<file path="src/rtl/disp_share_arbiter_pkg.sv">
// Shared constants and types for the display-sharing arbiter: blank code,
// active-low hex-to-segment table (bit6=a .. bit0=g) and FSM state encoding.
package disp_pkg;

  localparam logic [6:0] SEG_BLANK = 7'h7F;

  localparam logic [6:0] HEX_SEG [16] = '{
    7'h01, 7'h4F, 7'h12, 7'h06, 7'h4C, 7'h24, 7'h20, 7'h0F,
    7'h00, 7'h04, 7'h08, 7'h60, 7'h31, 7'h42, 7'h30, 7'h38
  };

  typedef enum logic [1:0] {
    IDLE = 2'd0,
    SHOW = 2'd1,
    DONE = 2'd2
  } disp_state_e;

endpackage

</file>
<file path="src/rtl/disp_share_arbiter_hex_to_seg7.sv">
// Combinational nibble to active-low seven-segment code.
module hex_to_seg7
  import disp_pkg::*;
(
  input  logic [3:0] nib_i,
  output logic [6:0] seg_o
);

  assign seg_o = HEX_SEG[nib_i];

endmodule

</file>
<file path="src/rtl/disp_share_arbiter.sv">
// Round-robin owner of the four-digit display: grants one requester, latches
// its 16-bit value, shows it for a dwell time. Optional DISP_LEADING_ZERO_BLANK_EN.
module disp_share_arbiter
  import disp_pkg::*;
#(
  parameter int N_REQ        = 4,
  parameter int DWELL_CYCLES = 50_000_000,
  parameter int CNT_W        = 32,
  localparam int GW          = $clog2(N_REQ)
) (
  input  logic                clk,
  input  logic                rst_n,
  input  logic [N_REQ-1:0]    req,
  input  logic [16*N_REQ-1:0] val,
  output logic [N_REQ-1:0]    ack,
  output logic [N_REQ-1:0]    done,
  output logic                busy,
  output logic [GW-1:0]       grant_id,
  output logic                disp_en,
  output logic [6:0]          b1,
  output logic [6:0]          b2,
  output logic [6:0]          b3,
  output logic [6:0]          b4,
  output disp_state_e         state_o
);

  localparam logic [CNT_W-1:0] DWELL_LAST = CNT_W'(DWELL_CYCLES - 1);

  // Handshake: req is a level held by the requester for as long as it wants
  // the display; ack pulses once when its value is latched, done pulses once
  // when its slot ends. Dropping req during its slot ends the slot early.

  disp_state_e       state_q;
  logic [GW-1:0]     rr_q;
  logic [GW-1:0]     grant_q;
  logic [CNT_W-1:0]  cnt_q;
  logic [15:0]       val_q;
  logic [N_REQ-1:0]  ack_q;
  logic [N_REQ-1:0]  done_q;
  logic              busy_q;
  logic              en_q;

  logic              pick_found;
  logic [GW-1:0]     pick_idx;
  int                idx;

  // Descending scan so the lowest circular offset from rr_q wins.
  always_comb begin
    pick_found = 1'b0;
    pick_idx   = '0;
    idx        = 0;
    for (int i = N_REQ - 1; i >= 0; i--) begin
      idx = int'(rr_q) + i;
      if (idx >= N_REQ) idx = idx - N_REQ;
      if (req[idx]) begin
        pick_found = 1'b1;
        pick_idx   = GW'(idx);
      end
    end
  end

  always_ff @(posedge clk or negedge rst_n) begin
    if (!rst_n) begin
      state_q <= IDLE;
      rr_q    <= '0;
      grant_q <= '0;
      cnt_q   <= '0;
      val_q   <= '0;
      ack_q   <= '0;
      done_q  <= '0;
      busy_q  <= 1'b0;
      en_q    <= 1'b0;
    end else begin
      ack_q  <= '0;
      done_q <= '0;
      case (state_q)
        IDLE: begin
          if (pick_found) begin
            grant_q <= pick_idx;
            val_q   <= val[16*int'(pick_idx) +: 16];
            ack_q   <= N_REQ'(1) << pick_idx;
            cnt_q   <= '0;
            busy_q  <= 1'b1;
            en_q    <= 1'b1;
            state_q <= SHOW;
          end
        end
        SHOW: begin
          if (!req[grant_q] || (cnt_q == DWELL_LAST)) begin
            done_q  <= N_REQ'(1) << grant_q;
            busy_q  <= 1'b0;
            en_q    <= 1'b0;
            rr_q    <= (grant_q == GW'(N_REQ - 1)) ? '0 : grant_q + 1'b1;
            state_q <= DONE;
          end else begin
            cnt_q <= cnt_q + CNT_W'(1);
          end
        end
        DONE:    state_q <= IDLE;
        default: state_q <= IDLE;
      endcase
    end
  end

  logic [6:0] seg_raw [4];

  hex_to_seg7 u_seg3 (.nib_i(val_q[15:12]), .seg_o(seg_raw[3]));
  hex_to_seg7 u_seg2 (.nib_i(val_q[11:8]),  .seg_o(seg_raw[2]));
  hex_to_seg7 u_seg1 (.nib_i(val_q[7:4]),   .seg_o(seg_raw[1]));
  hex_to_seg7 u_seg0 (.nib_i(val_q[3:0]),   .seg_o(seg_raw[0]));

  // lz[k] marks digit k as a leading zero; the last digit is never masked.
  logic [3:0] lz;
`ifdef DISP_LEADING_ZERO_BLANK_EN
  assign lz[3] = (val_q[15:12] == 4'h0);
  assign lz[2] = lz[3] && (val_q[11:8] == 4'h0);
  assign lz[1] = lz[2] && (val_q[7:4] == 4'h0);
  assign lz[0] = 1'b0;
`else
  assign lz = 4'b0000;
`endif

  assign b1 = (!en_q || lz[3]) ? SEG_BLANK : seg_raw[3];
  assign b2 = (!en_q || lz[2]) ? SEG_BLANK : seg_raw[2];
  assign b3 = (!en_q || lz[1]) ? SEG_BLANK : seg_raw[1];
  assign b4 = (!en_q || lz[0]) ? SEG_BLANK : seg_raw[0];

  assign ack      = ack_q;
  assign done     = done_q;
  assign busy     = busy_q;
  assign grant_id = grant_q;
  assign disp_en  = en_q;
  assign state_o  = state_q;

endmodule

</file>
<file path="config.mk">
export PLATFORM = sky130hd
export DESIGN_NAME = disp_share_arbiter
export DESIGN_NICKNAME = d
export VERILOG_FILES = /design/src/rtl/disp_share_arbiter_pkg.sv /design/src/rtl/disp_share_arbiter_hex_to_seg7.sv /design/src/rtl/disp_share_arbiter.sv
export SDC_FILE = /design/constraint.sdc
export NUM_CORES = 1
export LEC_CHECK = 0
export CORE_ASPECT_RATIO = 1.75
export CORE_UTILIZATION = 35
export CTS_CLUSTER_SIZE = 28
export DETAILED_ROUTE_END_ITERATION = 10
export GPL_ROUTABILITY_DRIVEN = 0
export GPL_TIMING_DRIVEN = 1
export PLACE_DENSITY = 0.65
export RECOVER_POWER = 100
export SLEW_MARGIN = 15
export SYNTH_ARGS = -nofsm -noshare
export SYNTH_HDL_FRONTEND = slang
export SYNTH_SLANG_ARGS = --single-unit
</file>
<file path="constraint.sdc">
create_clock -name clk -period 4.2 [get_ports clk]
set_input_delay 1.05 -clock clk [delete_from_list [all_inputs] [get_ports clk]]
set_output_delay 1.05 -clock clk [all_outputs]
set_load 0.1 [all_outputs]
</file>
==> summary.txt, run 1 <==
Pin count of the biggest net entering global routing = 37
Setup Skew = 0.00478 ns
Unrepaired setup endpoints after global routing = false
Final net count = 697
Longest Clk Path Bufs = 2
Crit Reg-Reg Endpoint = rr_q[1]$_DFFE_PN0P_
H-tree levels = 3
Drt wl/cell = 17.6 um
# port buffers = 111
First-pass GRT wire length = 21,500 um
Overall routed net length = 13,600 um
Commonest register cell after synthesis = dfrtp_1
Final Max Tran Viols = 29
Ys async rst share = 100%
Period minus WS final = 3.72 ns
Slew @ Worst Pin = 1.62 ns
Max stage delay cell, worst path = clkbuf_1
Vias in the first global route = 4,372
Die width = 88.9 um
Cells after Synth = 502
Drt first-iter violations = 203
Synth warnings = 0
Setup TNS = 0 ns
Netlist cell types = 48
Post-synth EDFFs = 0
Filler cells = 1,324
Initial Util = 35.8%
Setup CP Type = in2reg
Std-Cell Rows = 55
Finish-stage setup viols = 0
Placeable Area = 12,900 sq um
#FFs+latches synth = 63
CTS tree = yes
Setup crit end kind = register
Setup slack, reg-to-reg = 1.30 ns
Die Footprint = 13,700 sq um
Crit path required time = 4.42 ns
Root buf cell = clkbuf_16
Antenna diode count = 0
Boundary Pins = 112
Sequential-to-total area share from yosys stat = 34.1%
Antenna violations before repair = 0
Most common cell after layout, fill and taps aside = clkdlybuf4s50_1
Period Utilization, post-route = 88.7%
Arr. time, crit path = 3.94 ns
Hold Path End = cnt_q[5]$_DFFE_PN0P_
Dpl hpwl = 10,200 um
First-pass DRT Iterations = 4
Most frequent cells in the layout = clkdlybuf4s50_1 (67), dfrtp_1 (63), clkbuf_1 (34)
Hold depth = 1
Remaining DRCs = 0
CTS buffer count = 9
Grt ovf = 0
Critical-path maximum fanout = 36
Delay-heaviest family, CP = buffers and inverters
HP Class = reg2reg
Worst Setup SP = req[0]
ANT nets after route = 0
# clock sinks = 63
Clk_lat worst skew = 0.33 ns
Worst hold start = cnt_q[5]$_DFFE_PN0P_
Failing checks = max-capacitance violations, max-slew violations
Syn avg cell area = 9.22 sq um
Status = finished, violations left
Crit start category = input pin
Total Routing Usage GR = 20.3%
Slowest stage delay, CP = 1.04 ns
Vias per cell = 5.74
Maxcap violations = 1
Clock transition at path regs = 0.05 ns
Worst slew margin = -8.24%
Total setup buffers inserted after CTS = 0
Critical-path cell list = dlygate4sd3_1 > nor4_1 > or3_1 > clkbuf_1 > a2111oi_0 > a221oi_1
Vias = 4,434
Hold Fails Final Rpt = 0
Layout area overhead = 28.2%
Chip Height = 154 um
Reg2Reg Depth = 5
Hold_buf cts = 0
Launch point of the worst reg-to-reg path = cnt_q[7]$_DFFE_PN0P_
Cts repair resizes = 0
Max Freq = 0.268 GHz
Buf/Inv on CP = 2
Syn nets = 601
Mapped Area = 4630 sq um
Share of layout cells above drive strength 1 = 5.99%
-- cells by family (layout without fill, tap and decap cells) --
| family | after synthesis | count (layout) | synth area share [%] |
|---|---|---|---|
| adder cells (fa/ha/maj) | 29 | 29 | 7.84 |
| AO/OA/AOI/OAI | 143 | 143 | 21.9 |
| buffers and inverters | 65 | 164 | 5.95 |
| multiplexers | 34 | 34 | 8.76 |
| flip-flops | 63 | 63 | 34.1 |
| AND/OR/NAND/NOR | 168 | 168 | 21.5 |
-- layer usage --
metal	share of wire (%)	vias up	GRT usage [%]
li1	-	2132	-
met1	38	2132	22.1
met2	54	148	37.9
met3	5.5	22	3.38
met4	2.0	0	7.45
met5	0	-	0
-- synthesized netlist by cell type, types with 4 or more instances --
library cell / number / area (sq um)
o31ai_1: 12 / 90.1
nor4_1: 4 / 25.0
nand2_1: 32 / 120
and4_1: 5 / 43.8
nand3_1: 15 / 75.1
nor3_1: 8 / 40.0
clkbuf_1: 27 / 101
mux2i_1: 27 / 270
nand4_1: 13 / 81.3
nand2b_1: 8 / 50.1
nor2_1: 16 / 60.1
o211ai_1: 16 / 120
o21ai_0: 26 / 130
nor2b_1: 4 / 25.0
and3_1: 4 / 25.0
mux4_2: 5 / 113
o311ai_0: 7 / 61.3
a221oi_1: 14 / 123
buf_2: 4 / 20.0
inv_1: 26 / 97.6
or4_1: 13 / 97.6
and2_1: 9 / 56.3
a21oi_1: 26 / 130
or3_1: 16 / 100
ha_1: 29 / 363
dfrtp_1: 63 / 1580
a2111oi_0: 16 / 140
nor4b_1: 16 / 140
-- registers in the layout (all words and copies together) (netlist names) --
name and cells:
ack 4, state_o 2, done 4, val_q 16
cnt_q 32, disp_en 1, rr_q 2, grant_id 2
-- how the worst max path moves through the flow --
stage,end,slack [ns],cells after the start
3_3_place_gp,val_q[14]$_DFFE_PN0P_,0.70,6
6_report,val_q[1]$_DFFE_PN0P_,0.48,6
4_1_cts,b1[2],0.52,6
2_1_floorplan,b1[5],0.02,4
5_1_grt,val_q[12]$_DFFE_PN0P_,0.23,6
3_5_place_dp,val_q[12]$_DFFE_PN0P_,0.60,6
-- per-stage QoR --
step	hold WS (ns)	setup WS [ns]	util, %	cell area (sq um)	std cells
2_1_floorplan	0.486	0.0165	-	4630	502
3_3_place_gp	0.510	0.705	44.8	5800	758
3_5_place_dp	0.534	0.595	44.8	5800	758
4_1_cts	0.542	0.524	46.9	6070	772
5_1_grt	0.552	0.228	45.9	5930	772
6_report	0.542	0.475	45.9	5930	772
-- final cells by class --
type	count	area [sq um]	share of cell area, %
well taps	171	214	3.61
repair buffers	124	1010	17.0
inverters	26	97.6	1.65
multi-input cells	374	2770	46.7
clock buffers	13	260	4.39
clock inverters	1	5.00	0.0844
flip-flops and latches	63	1580	26.6
Power of run 1 is not shown: default switching activity piles up to over one toggle a cycle in this logic, so the estimate is an artifact.
==> run 2, diff against run 1 <==
--- a/config.mk
+++ b/config.mk
@@ -6,6 +6,7 @@
 export NUM_CORES = 1
 export LEC_CHECK = 0
 export CORE_ASPECT_RATIO = 1.75
+export CORE_MARGIN = 5
 export CORE_UTILIZATION = 35
 export CTS_CLUSTER_SIZE = 28
 export DETAILED_ROUTE_END_ITERATION = 10
==> run 2 against run 1 <==
- register-to-register slack got worse by 0.08 ns
- the flow still finishes with violations (max-capacitance violations, max-slew violations)
- critical path depth shrank 1
- setup slack improved by 0.11 ns
- utilization grew 0.31 points
- die area grew 15%
- sequential share of layout area is 0.18 points lower
- non-clock buffer count unchanged
- first-iteration DRC count is 4.9% lower
- global-route usage is 2.5 points lower
- clock-buffer cell count down 2
==> summary.txt, run 2 (synthesized netlist as in run 1, its figures left out) <==
Antenna diode count = 0 (unchanged)
First-pass DRT Iterations = 5 (+1)
Worst slew margin = -36.0% (-28 points)
Std-Cell Rows = 55 (unchanged)
Hold_buf cts = 0 (unchanged)
Vias = 4,485 (+1.2%)
Vias per cell = 5.79 (+0.89%)
Period Utilization, post-route = 86.0% (-2.7 points)
Unrepaired setup endpoints after global routing = false
Failing checks = max-capacitance violations, max-slew violations
Setup CP Type = reg2out
Critical-path maximum fanout = 5 (-86%)
Reg area = 1580 sq um (unchanged)
Worst Setup SP = val_q[1]$_DFFE_PN0P_
CTS tree = yes
Crit path required time = 3.15 ns (-1.27 ns)
Clk_lat worst skew = 0.34 ns (about the same)
Setup crit end kind = primary output
Drt first-iter violations = 193 (-4.9%)
Arr. time, crit path = 2.56 ns (-1.38 ns)
Setup Skew = 0.00806 ns (+0.00328 ns)
Layout area overhead = 29.0%
Cts repair resizes = 0 (unchanged)
Final non-filler cell total = 774 (+0.26%)
# clock sinks = 63 (unchanged)
ANT nets after route = 0 (unchanged)
Chip Height = 162 um (+5.2%)
Filler cells = 1,316 (-0.60%)
Status = finished, violations left
Reg with most FFs = cnt_q
Area of the multi-input gates = 2760 sq um (-0.41%)
Launch point of the worst reg-to-reg path = cnt_q[7]$_DFFE_PN0P_
Final net count = 697 (unchanged)
Slew @ Worst Pin = 2.04 ns (+0.416 ns)
Period minus WS final = 3.61 ns (-0.114 ns)
Most common cell after layout, fill and taps aside = clkdlybuf4s50_1
Die width = 96.9 um (+9.0%)
Overall routed net length = 14,100 um (+3.3%)
Setup TNS = 0 ns (unchanged)
HP Class = reg2reg
Drt wl/cell = 18.2 um (+3.0%)
Boundary Pins = 112 (unchanged)
Antenna violations before repair = 0 (unchanged)
Pin count of the biggest net entering global routing = 34 (-8.1%)
Most frequent cells in the layout = clkdlybuf4s50_1 (67), dfrtp_1 (63), clkbuf_1 (35)
Final Max Tran Viols = 34 (+17%)
Clock transition at path regs = 0.06 ns (about the same)
Max reg flops = 32 (unchanged)
# port buffers = 111 (unchanged)
Placeable Area = 12,900 sq um (unchanged)
Share of layout cells above drive strength 1 = 5.97% (-0.020 points)
Hold Fails Final Rpt = 0 (unchanged)
Remaining DRCs = 0 (unchanged)
Dpl hpwl = 10,500 um (+3.0%)
First-pass GRT wire length = 23,000 um (+7.0%)
Die Footprint = 15,700 sq um (+15%)
Longest Clk Path Bufs = 2 (unchanged)
Total setup buffers inserted after CTS = 0 (unchanged)
Root buf cell = clkbuf_16
CTS buffer count = 9 (unchanged)
Crit start category = register
Initial Util = 35.8% (unchanged)
Finish-stage setup viols = 0 (unchanged)
Vias in the first global route = 4,438 (+1.5%)
Maxcap violations = 1 (unchanged)
Dpl cells = 758 (unchanged)
Grt ovf = 0 (unchanged)
Total Routing Usage GR = 17.8% (-2.5 points)
Max Freq = 0.277 GHz (+3.1%)
Biggest regs = cnt_q: 32 flops, val_q: 16 flops
Worst hold start = cnt_q[5]$_DFFE_PN0P_
H-tree levels = 3 (unchanged)
## run 2: critical path: stages (launching register included)
cell,delay [ns]
dfrtp_1,0.44
inv_1,0.15
ha_1,0.27
nand2b_1,0.18
o211ai_1,0.28
clkbuf_1,0.90
## run 2: worst paths after layout
| kind | to | slack (ns) | depth (start not counted) |
|---|---|---|---|
| min in group asynchronous | ack[2]$_DFF_PN0_ | 1.29 | 1 |
| worst max register to register | rr_q[1]$_DFFE_PN0P_ | 1.22 | 5 |
| worst max-delay path | b4[4] | 0.59 | 5 |
| worst min register to register | cnt_q[5]$_DFFE_PN0P_ | 0.52 | 1 |
| max in group asynchronous | cnt_q[18]$_DFFE_PN0P_ | 1.14 | 2 |
| worst min-delay path | cnt_q[5]$_DFFE_PN0P_ | 0.52 | 1 |
## run 2: layer usage
metal  vias up  routed length, um  global-route usage, %
met5         -                  0                      0
met4         0                147                   4.73
met3        14                746                   3.70
met2       156               7220                   31.9
met1      2175               5940                   21.5
li1       2140                  -                      -
## run 2: area by class of cell
class / count / area share, %
sequential: 63 / 26.4
clock buffer: 11 / 4.06
inverter: 26 / 1.63
timing repair buffer: 124 / 16.8
clock inverter: 5 / 1.36
multi-input combinational: 374 / 46.2
tap: 171 / 3.58
## run 2: per-stage QoR
stage	hold WS [ns]	utilization, %	cell area [sq um]	setup slack, ns
6_report	0.522	46.2	5970	0.589
5_1_grt	0.550	46.2	5970	0.439
4_1_cts	0.528	47.3	6120	0.932
3_5_place_dp	0.520	44.8	5800	0.626
3_3_place_gp	0.515	44.8	5800	0.766
2_1_floorplan	0.486	-	4630	0.0165
Power of run 2 is left out for the same reason.
==> run 3, diff against run 2 <==
--- a/config.mk
+++ b/config.mk
@@ -5,6 +5,7 @@
 export SDC_FILE = /design/constraint.sdc
 export NUM_CORES = 1
 export LEC_CHECK = 0
+export CAP_MARGIN = 5
 export CORE_ASPECT_RATIO = 1.75
 export CORE_MARGIN = 5
 export CORE_UTILIZATION = 35
@@ -12,6 +13,7 @@
 export DETAILED_ROUTE_END_ITERATION = 10
 export GPL_ROUTABILITY_DRIVEN = 0
 export GPL_TIMING_DRIVEN = 1
+export HOLD_SLACK_MARGIN = 0.15
 export PLACE_DENSITY = 0.65
 export RECOVER_POWER = 100
 export SLEW_MARGIN = 15
==> results of run 3 <==
Same layout as run 2: the final DEF is identical, and so are final timing and power.
Power of run 3 is left out for the same reason.
